===== src/rtl/ysyx_23060072_ifu_fetch.sv =====
// Multi-cycle instruction fetch unit: one PC request at a time, a single-beat
// read on an AXI4-Lite-style channel, and the result on a valid/ready port.
module ysyx_23060072_ifu_fetch (
    input  logic        clk,
    input  logic        rst_n,
    input  logic        req_valid_i,
    input  logic [31:0] req_addr_i,
    output logic        req_ready_o,
    input  logic        flush_i,
    output logic        rsp_valid_o,
    input  logic        rsp_ready_i,
    output logic [31:0] rsp_pc_o,
    output logic [31:0] rsp_instr_o,
    output logic        rsp_err_o,
    output logic [31:0] araddr_o,
    output logic        arvalid_o,
    input  logic        arready_i,
    input  logic [31:0] rdata_i,
    input  logic [1:0]  rresp_i,
    input  logic        rvalid_i,
    output logic        rready_o
);

    localparam logic [31:0] NOP_INSTR = 32'h0000_0013;

    typedef enum logic [1:0] {
        IDLE = 2'b00,
        ADDR = 2'b01,
        DATA = 2'b10,
        RESP = 2'b11
    } state_t;

    state_t      state_r, state_s;
    logic        drop_r, drop_s;
    logic [31:0] pc_r, pc_s;
    logic [31:0] instr_r, instr_s;
    logic        err_r, err_s;
    logic        accept_s;
    logic        misalign_s;

    assign req_ready_o = !flush_i && ((state_r == IDLE) || ((state_r == RESP) && rsp_ready_i));
    assign accept_s    = req_valid_i && req_ready_o;
    assign misalign_s  = (req_addr_i[1:0] != 2'b00);

    assign arvalid_o   = (state_r == ADDR);
    assign rready_o    = (state_r == DATA);
    assign rsp_valid_o = (state_r == RESP);
    assign araddr_o    = pc_r;
    assign rsp_pc_o    = pc_r;
    assign rsp_instr_o = instr_r;
    assign rsp_err_o   = err_r;

    // Next-state and next-datapath decode.
    always_comb begin
        state_s = state_r;
        drop_s  = drop_r;
        pc_s    = pc_r;
        instr_s = instr_r;
        err_s   = err_r;
        case (state_r)
            IDLE: begin
                if (accept_s) begin
                    state_s = misalign_s ? RESP : ADDR;
                end else begin
                    state_s = IDLE;
                end
            end
            ADDR: begin
                // The address beat is never withdrawn; a flush only marks the data for discard.
                if (arready_i) begin
                    state_s = DATA;
                end else begin
                    state_s = ADDR;
                end
                if (flush_i) begin
                    drop_s = 1'b1;
                end else begin
                    drop_s = drop_r;
                end
            end
            DATA: begin
                if (rvalid_i) begin
                    if (drop_r || flush_i) begin
                        drop_s  = 1'b0;
                        state_s = IDLE;
                    end else begin
                        instr_s = (rresp_i == 2'b00) ? rdata_i : NOP_INSTR;
                        err_s   = (rresp_i != 2'b00);
                        state_s = RESP;
                    end
                end else begin
                    if (flush_i) begin
                        drop_s = 1'b1;
                    end else begin
                        drop_s = drop_r;
                    end
                    state_s = DATA;
                end
            end
            RESP: begin
                if (flush_i) begin
                    state_s = IDLE;
                end else if (accept_s) begin
                    state_s = misalign_s ? RESP : ADDR;
                end else if (rsp_ready_i) begin
                    state_s = IDLE;
                end else begin
                    state_s = RESP;
                end
            end
            default: begin
                state_s = IDLE;
                drop_s  = 1'b0;
            end
        endcase
        if (accept_s) begin
            pc_s    = req_addr_i;
            instr_s = NOP_INSTR;
            err_s   = misalign_s;
        end else begin
            pc_s = pc_r;
        end
    end

    // State and datapath registers.
    always_ff @(posedge clk or negedge rst_n) begin
        if (!rst_n) begin
            state_r <= IDLE;
            drop_r  <= 1'b0;
            pc_r    <= 32'h0000_0000;
            instr_r <= NOP_INSTR;
            err_r   <= 1'b0;
        end else begin
            state_r <= state_s;
            drop_r  <= drop_s;
            pc_r    <= pc_s;
            instr_r <= instr_s;
            err_r   <= err_s;
        end
    end

endmodule


===== config.mk =====
export PLATFORM = sky130hd
export DESIGN_NAME = ysyx_23060072_ifu_fetch
export DESIGN_NICKNAME = d
export VERILOG_FILES = /design/src/rtl/ysyx_23060072_ifu_fetch.sv
export SDC_FILE = /design/constraint.sdc
export NUM_CORES = 1
export LEC_CHECK = 0
export CAP_MARGIN = 20
export CORE_AREA = 5 5 96 98
export CTS_CLUSTER_SIZE = 8
export DETAILED_ROUTE_END_ITERATION = 10
export DIE_AREA = 0 0 101 103
export GPL_ROUTABILITY_DRIVEN = 0
export PLACE_DENSITY = 0.84
export SYNTH_ARGS = -nofsm -noshare
export SYNTH_HDL_FRONTEND = slang
export SYNTH_SLANG_ARGS = --single-unit
export TNS_END_PERCENT = 1

===== constraint.sdc =====
create_clock -name clk -period 1.8 [get_ports clk]
set_input_delay 0.18 -clock clk [delete_from_list [all_inputs] [get_ports clk]]
set_output_delay 0.18 -clock clk [all_outputs]
set_load 0.01 [all_outputs]

Word-level counts from Yosys, hierarchy flattened
Cells that the tools add are included.
{"block": "totals", "register_bits": 68, "out_inout_bits": 101}
{"block": "classes", "eq_ne": 5, "mux": 22, "reduce_logical": 15}
{"op": "32-bit two-way mux", "n": 5}
{"op": "2-bit two-way mux", "n": 8}
{"op": "2-bit nonzero test", "n": 5}
{"op": "2-bit one-hot mux with 4 select lines", "n": 1}
{"op": "1-bit two-way mux", "n": 7}
{"op": "2-bit == test (second input constant)", "n": 2}
{"op": "2-bit zero test", "n": 2}
{"op": "1-bit logical AND", "n": 3}
{"op": "3-bit by 2-bit inequality test with 1-bit output (second input constant)", "n": 1}
{"op": "3-bit AND reduction", "n": 1}
{"op": "2-bit by 1-bit == test with 1-bit output (second input constant)", "n": 1}
{"op": "1-bit logical OR", "n": 2}
{"op": "2-bit inequality test (second input constant)", "n": 1}
{"op": "1-bit one-hot mux with 2 select lines", "n": 1}
{"op": "2-bit AND reduction", "n": 1}
{"op": "1-bit zero test", "n": 1}

Depth between registers and ports, before layout
{"block": "logic_depth", "ltp_word": 8, "depth_mapped": 8, "depth_no_buf": 6}

Worst setup path before layout
Ideal clock, no wire load.
{"block": "synth_path", "kind": "reg-to-reg", "startpoint": "register state_r[0]", "endpoint": "register instr_r[16], in the netlist rsp_instr_o[16]", "setup_ps": 125, "arrival_ps": 1473, "required_time_ps": 1675, "slack_ps": 202, "path_stages_with_launch": 8, "path_buffers": 2, "period_less_slack_ps": 1598, "path_cell_list": "dfrtp_1 -> inv_1 -> ha_1 -> nand4bb_4 -> buf_2 -> buf_6 -> a22oi_2 -> nor2_2"}
{"block": "synth_between", "word_cells_on_any_way": 12}
{"item": "from (decl)", "line_no": "33", "source": "state_t state_r, state_s;"}
{"item": "from (signal assigned)", "line_no": "134", "source": "state_r <= state_s;"}
{"item": "2-bit == test"}
{"item": "named net rready_o", "line_no": "21", "source": "output logic rready_o"}
{"item": "2-bit nonzero test (no source line)"}
{"item": "3-bit AND reduction (no source line)"}
{"item": "to (signal assigned)", "line_no": "137", "source": "instr_r <= instr_s;"}
{"item": "to (decl)", "line_no": "36", "source": "logic [31:0] instr_r, instr_s;"}
The timed path passes the listed nets, and every way through them passes these cells.
A chain may end at the register's enable or synchronous reset.

Final worst setup path
{"block": "layout_path", "startpoint": "register state_r[0]", "endpoint": "output rsp_valid_o"}
{"block": "layout_between", "elab_chain_cells": 1}
{"item": "2-bit == test", "line_no": "47", "source": "assign rsp_valid_o = (state_r == RESP);"}
{"item": "to (decl)", "line_no": "10", "source": "output logic rsp_valid_o,"}
No other way between the ends.

==> results.ini <==
[run_status]
status = finished clean

[die]
initial_core_util = 0.367
die_height_um = 103
die_x_um = 101
core_um2 = 8380
num_rows = 34
num_io_pins = 174
die_area_um2 = 10400

[timing]
timing.hold.ws_ns = 0.373
min_period_over_period = 0.914
finalCriticalPeriod_ns = 1.65
finalMaxSlewViolations = 0
setup_viol = 0
skew_ns = 0.0101
fin_ws_ns = 0.154
clock.fmax_mhz = 608
rsz0062_at_grt = false
tightest_slew_ns = 0.457
relSlewSlack = 0.693
hold_viol = 0

[clock_tree]
cts_buffers = 9
cts_root_buffer = clkbuf_8
h-tree-depth = 3
cts_tree = built
clock_latency_ns = 0.33
cts_num_sinks = 68
clk_pin_slew_worst_paths_ns = 0.07
clockBufferDepth = 2

[logic_synthesis]
syn_inst = 307
syn_area_per_cell_um2 = 10.0
ys_ff_latch = 68
netlist.area_leader.share = 0.529
synth_nets = 385
synth.area.top_cells = dfrtp_1 (53%), nand2_1 (12%), buf_4 (8.1%), a22oi_1 (4.9%), a22oi_2 (4.1%)
syn-cell-area_um2 = 3080
yosysWarnings = 0
synth.distinct_cells = 28
seq_area_frac_synth = 0.555
yosys.area.top_type = dfrtp_1

[layout]
post-route-cell-area_um2 = 4940
antennaDiodeCount = 0
stdcell_count = 564
drive_above_1_share = 0.123
fill_cells = 701
syn_to_final_growth_pct = 60.7
finalNetCount = 529

[route]
drtIter0Drc = 85
wire_per_inst_um = 15.0
vias = 2642
ant_nets = 0
drc = 0
first_pass_iters = 4
finalWirelength_mm = 8.46
viasPerCell = 4.68

[placed_design]
port_buffers = 173
dp.final_hpwl_mm = 6.35
numPlacedInstances = 547
postPlaceCellArea_um2 = 4710
place_ws_ns = 0.0782

[worst_setup_path]
crit_family = buffers and inverters
path_buf_inv = 1
slowest_stage = clkdlybuf4s50_1
crit_chain = ha_2 > clkdlybuf4s50_1
start_kind = register
path_class = register to primary output
cp.arrival_ns = 1.47
cp_slowest_stage_delay_ns = 0.54
crit_fanout = 3
cp.required_ns = 1.62
end_kind = primary output

[global_routing]
grt_max_degree = 69
antenna_found_initial = 0
grt_pass1_wl_mm = 13.2
grt_pass1_vias = 2739
grt_overflow = 0
groute.usage.overall = 0.161

[power_and_ir_drop]
p_leak_nw = 2.20
cellPowerDensity_nw_per_um2 = 1330
peakVddDrop_v = 0.000750

[min_path]
hp-class = input port to asynchronous set/reset pin

[flow_run]
drv_cap = 0

## stage by stage
stage                      TNS, ns  power [W]  utilization
final                            0    0.00656        0.590
after global routing             0    0.00699        0.590
after CTS                 -0.00147    0.00667        0.590
after detailed placement         0    0.00533        0.562
after global placement           0    0.00526        0.562
after floorplan                  0    0.00381            -
## report_power, final
part | internal (W) | switching (W)
logic | 0.00173 | 0.00125
clock network | 0.000718 | 0.000558
registers | 0.00196 | 0.000342
## worst register-to-register path, stage by stage (launching register included)
cell and delay [ns]:
dfrtp_1 0.41, inv_2 0.11, ha_4 0.19, nand4bb_4 0.15, or3_1 0.38, o22ai_1 0.16
nand2_1 0.08
## Yosys cell counts
| library cell | count |
|---|---|
| nor3_1 | 1 |
| nor2_1 | 19 |
| dfstp_2 | 3 |
| a31oi_1 | 1 |
| ha_1 | 5 |
| nor2_2 | 10 |
| a21o_1 | 1 |
| a22oi_1 | 20 |
| nor3_2 | 1 |
| buf_4 | 33 |
| and2_1 | 1 |
| nand4bb_4 | 1 |
| a221oi_1 | 1 |
| buf_6 | 1 |
| a22oi_2 | 10 |
| inv_1 | 3 |
| buf_8 | 1 |
| a2111oi_0 | 1 |
| a21oi_1 | 2 |
| o21ai_0 | 4 |
| or3_1 | 1 |
| nand2_1 | 101 |
| nor2b_1 | 3 |
| nor3b_1 | 1 |
| o22ai_1 | 3 |
| dfrtp_1 | 65 |
| o31ai_1 | 1 |
| buf_2 | 13 |
## final timing paths
| check | from | endpoint | slack [ns] | cells past startpoint |
|---|---|---|---|---|
| worst min-delay path | rst_n | araddr_o[18] | 0.37 | 3 |
| worst max register to register | state_r[0] | rsp_instr_o[1] | 0.24 | 6 |
| max in group asynchronous | rst_n | rsp_instr_o[1] | 1.05 | 3 |
| worst min register to register | araddr_o[22] | araddr_o[22] | 0.50 | 2 |
| worst max-delay path | state_r[0] | rsp_valid_o | 0.15 | 2 |
| min in group clk | req_addr_i[11] | araddr_o[11] | 0.37 | 3 |
## kinds of logic (layout without fill, tap and decap cells)
logic type,after synthesis,after routing,share of synthesized area
simple gates,139,139,0.193
compound gates,44,44,0.118
flops,68,68,0.555
buf+inv,51,200,0.114
fa+ha+maj,5,5,0.0203
## flip-flops by register name, summed over array words and instances, names as in the netlist
name,cells
state_r,2
araddr_o,32
drop_r,1
rsp_instr_o,32
rsp_err_o,1
## cell usage in the layout (no fill, tap or decap), drive strengths merged
| cell type | instances |
|---|---|
| dlygate4sd3 | 1 |
| buf | 8 |
| inv | 4 |
| o21ai | 4 |
| a31oi | 1 |
| clkinv | 1 |
| clkinvlp | 2 |
| nand4bb | 1 |
| nor3 | 2 |
| o31ai | 1 |
| clkbuf | 12 |
| a221oi | 1 |
| nor2b | 3 |
| clkdlybuf4s50 | 169 |
| o22ai | 3 |
| dfstp | 3 |
| nor3b | 1 |
| a21o | 1 |
| or3 | 1 |
| dfrtp | 65 |
| a21oi | 2 |
| dlygate4sd2 | 1 |
| a2111oi | 1 |
| nor2 | 29 |
| and2 | 1 |
| ha | 5 |
| dlymetal6s2s | 1 |
| nand2 | 101 |
| bufinv | 1 |
| a22oi | 30 |
## metal layers
layer | share of wire | GRT usage
met5 | 0 | 0
met3 | 0.11 | 0.0636
met4 | 0.014 | 0.0624
met1 | 0.38 | 0.182
met2 | 0.50 | 0.275
## area by class of cell
class,instances,area (µm²),share of cell area
tap,108,135,0.0273
sequential,68,1710,0.345
clock buffer,11,151,0.0306
clock inverter,5,58.8,0.0119
inverter,3,11.3,0.00228
multi-input combinational,188,1040,0.211
timing repair buffer,181,1840,0.371
## repair_timing
action,in CTS,in global routing
resized for setup,8,3
hold endpoints to repair,65,0
setup buffers,0,0
hold buffers,1,0
endpoints found under the setup margin,3,2
Power figures use the tool's default switching activity.
==> variant (same flow settings) <==
The 4 states of `state_t` get a one-hot encoding in 4 bits.
--- a/src/rtl/ysyx_23060072_ifu_fetch.sv
+++ b/src/rtl/ysyx_23060072_ifu_fetch.sv
@@ -23,11 +23,11 @@
 
     localparam logic [31:0] NOP_INSTR = 32'h0000_0013;
 
-    typedef enum logic [1:0] {
-        IDLE = 2'b00,
-        ADDR = 2'b01,
-        DATA = 2'b10,
-        RESP = 2'b11
+    typedef enum logic [3:0] {
+        IDLE = 4'b0001,
+        ADDR = 4'b0010,
+        DATA = 4'b0100,
+        RESP = 4'b1000
     } state_t;
 
     state_t      state_r, state_s;
Behaviour: no difference found for any inputs over 10 cycles, from zero or initial values and one cycle with rst_n low; not proved beyond that.
==> variant against the unedited design <==
Synthesized area increased by 4.0%. First-iteration DRC count decreased by 25%. Routed wire length increased by 4.5%. Setup slack worse by 0.12 ns. Design area grew 4.3%. Sequential cell count is 2 higher. Power decreased by 0.14%. Via count grew 0.64%. Synthesized cell count fell by 5.2%. Largest cell class unchanged. Final cell count down 0.53%. Critical endpoint is now araddr_o[24]$_DFFE_PN0N_.
==> variant: results (changes against the unedited design) <==
Global routing
  • GR Util All Layers: 16.8% (was 16.1%)
  • Grt met1 use: 19.1% (was 18.2%)
  • Met2 usage: 29.9% (was 27.5%)
  • Vias in the first global route: 2727 (was 2739)
  • M3 GR Usage: 6.70% (was 6.36%)
  • First-pass GRT wire length: 13.7 mm (was 13.2 mm)
  • Initial antenna violation count: 0 (unchanged)
  • Largest net degree at the start of global routing: 32 (was 69)

Routing
  • WL per Instance: 15.8 µm (was 15.0 µm)
  • First drt pass iteration count: 4 (unchanged)
  • Initial DRC Count: 64 (was 85)
  • Vias per cell: 4.74 (was 4.68)
  • Post-Route WL: 8.84 mm (was 8.46 mm)

Synth
  • Register area share after synthesis: 54.9% (was 55.5%)
  • Commonest cells in the netlist: dfrtp_1 (66), nand2_1 (66), buf_4 (34) (was nand2_1 (101), dfrtp_1 (65), buf_4 (33))
  • Syn_nets: 364 (was 385)
  • Post-synthesis cell type count: 36 (was 28)
  • Mapped Cells: 291 (was 307)
  • Post-synth top area share: 51.6% (was 52.9%)
  • Ys flop type: dfrtp_1 (unchanged)
  • Synth top area cells: dfrtp_1 (52%), mux2_2 (11%), buf_4 (8.0%) (was dfrtp_1 (53%), nand2_1 (12%), buf_4 (8.1%))

Timing
  • Max-slew violations: 0 (unchanged)
  • Clk_skew: 0.00929 ns (was 0.0101 ns)
  • Max-slew headroom: 62.5% (was 69.3%)

Place
  • PortBufs: 173 (unchanged)
  • Placed Cells incl. Taps: 544 (was 547)
  • Post-DP Area: 4930 µm² (was 4710 µm²)
  • Hpwl dp: 6.90 mm (was 6.35 mm)

Worst hold path
  • Hold crit path type: input port to flop (was input port to async pin)

Power
  • P_int: 4.54 mW (was 4.41 mW)
  • Peak supply drop: 0.000450 V (was 0.000750 V)
  • Leak pwr: 2.15 nW (was 2.20 nW)

Critical path
  • Crit-path max cell delay: 0.57 ns (was 0.54 ns)
  • Max FO, Critical Path: 25 (was 3)
  • Crit-path slowest cell: dfstp_2 (was clkdlybuf4s50_1)
  • Crit path DAT: 1.99 ns (was 1.47 ns)

Cells and area
  • Ant. Diodes: 0 (unchanged)
  • Layout cell share with drive strength beyond 1: 21.0% (was 12.3%)
  • Layout net count: 521 (was 529)

Clock network
  • Root buffer cell: clkbuf_8 (unchanged)
  • Worst-Skew Late Latency: 0.34 ns
  • TritonCTS buffer count: 9 (unchanged)
  • Clk slew on worst S/H paths: 0.07 ns (about the same)
  • H-tree depth: 3 (unchanged)

Run status
  • Outcome: complete, no violations (unchanged)
variant: routing by layer:
| layer | wire length (µm) | share of wire [%] |
|---|---|---|
| met2 | 4470 | 51 |
| met5 | 0 | 0 |
| met1 | 3400 | 39 |
| met4 | 85 | 0.96 |
| met3 | 883 | 10 |
variant: area by class of cell:
type                       instances  area [µm²]
fill                             681        3230
clock inverter                     6        61.3
tap                              108         135
clock buffer                      10         138
inverter                           3        11.3
sequential                        70        1760
timing repair buffer             193        1940
multi-input combinational        171        1110
variant: worst paths after layout:
check                                           start                         end  slack [ns]  cells past startpoint
setup / recovery                 state_r[0]$_DFF_PN1_    araddr_o[24]$_DFFE_PN0N_        0.03                      4
min in group asynchronous                       rst_n     araddr_o[6]$_DFFE_PN0N_        0.38                      2
setup reg to reg                 state_r[0]$_DFF_PN1_    araddr_o[24]$_DFFE_PN0N_        0.03                      4
hold / removal                             rdata_i[1]  rsp_instr_o[1]$_DFFE_PN1P_        0.37                      3
max in group asynchronous                       rst_n  rsp_instr_o[4]$_DFFE_PN1P_        0.78                      3
hold reg to reg            rsp_instr_o[0]$_DFFE_PN1P_  rsp_instr_o[0]$_DFFE_PN1P_        0.49                      2
variant: power by group through the flow:
stage	combinational [mW]	clock [mW]	sequential, mW
4_1_cts	3.00	1.31	2.33
3_3_place_gp	2.93	0	2.34
3_5_place_dp	3.00	0	2.37
2_1_floorplan	1.35	0	2.49
6_report	2.96	1.26	2.33
5_1_grt	3.12	1.38	2.40
variant: what timing repair did:
action,in CTS,in global routing
gates cloned,0,0
endpoints found under the setup margin,14,40
pin swaps,0,2
gates resized for setup,10,3
endpoints found under the hold margin,22,0
buffers inserted,0,0
hold buffers,1,0
variant: logic make-up (layout without fill, tap and decap cells):
group | Yosys count | count (layout) | share of synthesized area, %
and+or+nand+nor | 90 | 90 | 12.6
buffers and inverters | 50 | 212 | 10.8
AOI/OAI and AO/OA | 49 | 49 | 10.4
muxes | 32 | 32 | 11.3
DFF | 70 | 70 | 54.9
variant: per-stage QoR:
| step | hold WS (ns) | setup slack, ns |
|---|---|---|
| 2_1_floorplan | -0.116 | 0.0349 |
| 3_3_place_gp | 0.206 | -0.0339 |
| 3_5_place_dp | 0.194 | -0.0459 |
| 4_1_cts | 0.360 | -0.101 |
| 5_1_grt | 0.367 | -0.0444 |
| 6_report | 0.374 | 0.0295 |
variant: critical path: cells and delay by family, from the launching register on:
family	cells	cell delay, ns
flip-flops	1	0.57
multiplexers	1	0.35
AO/OA/AOI/OAI	1	0.28
buffers and inverters	1	0.23
AND/OR/NAND/NOR	1	0.22
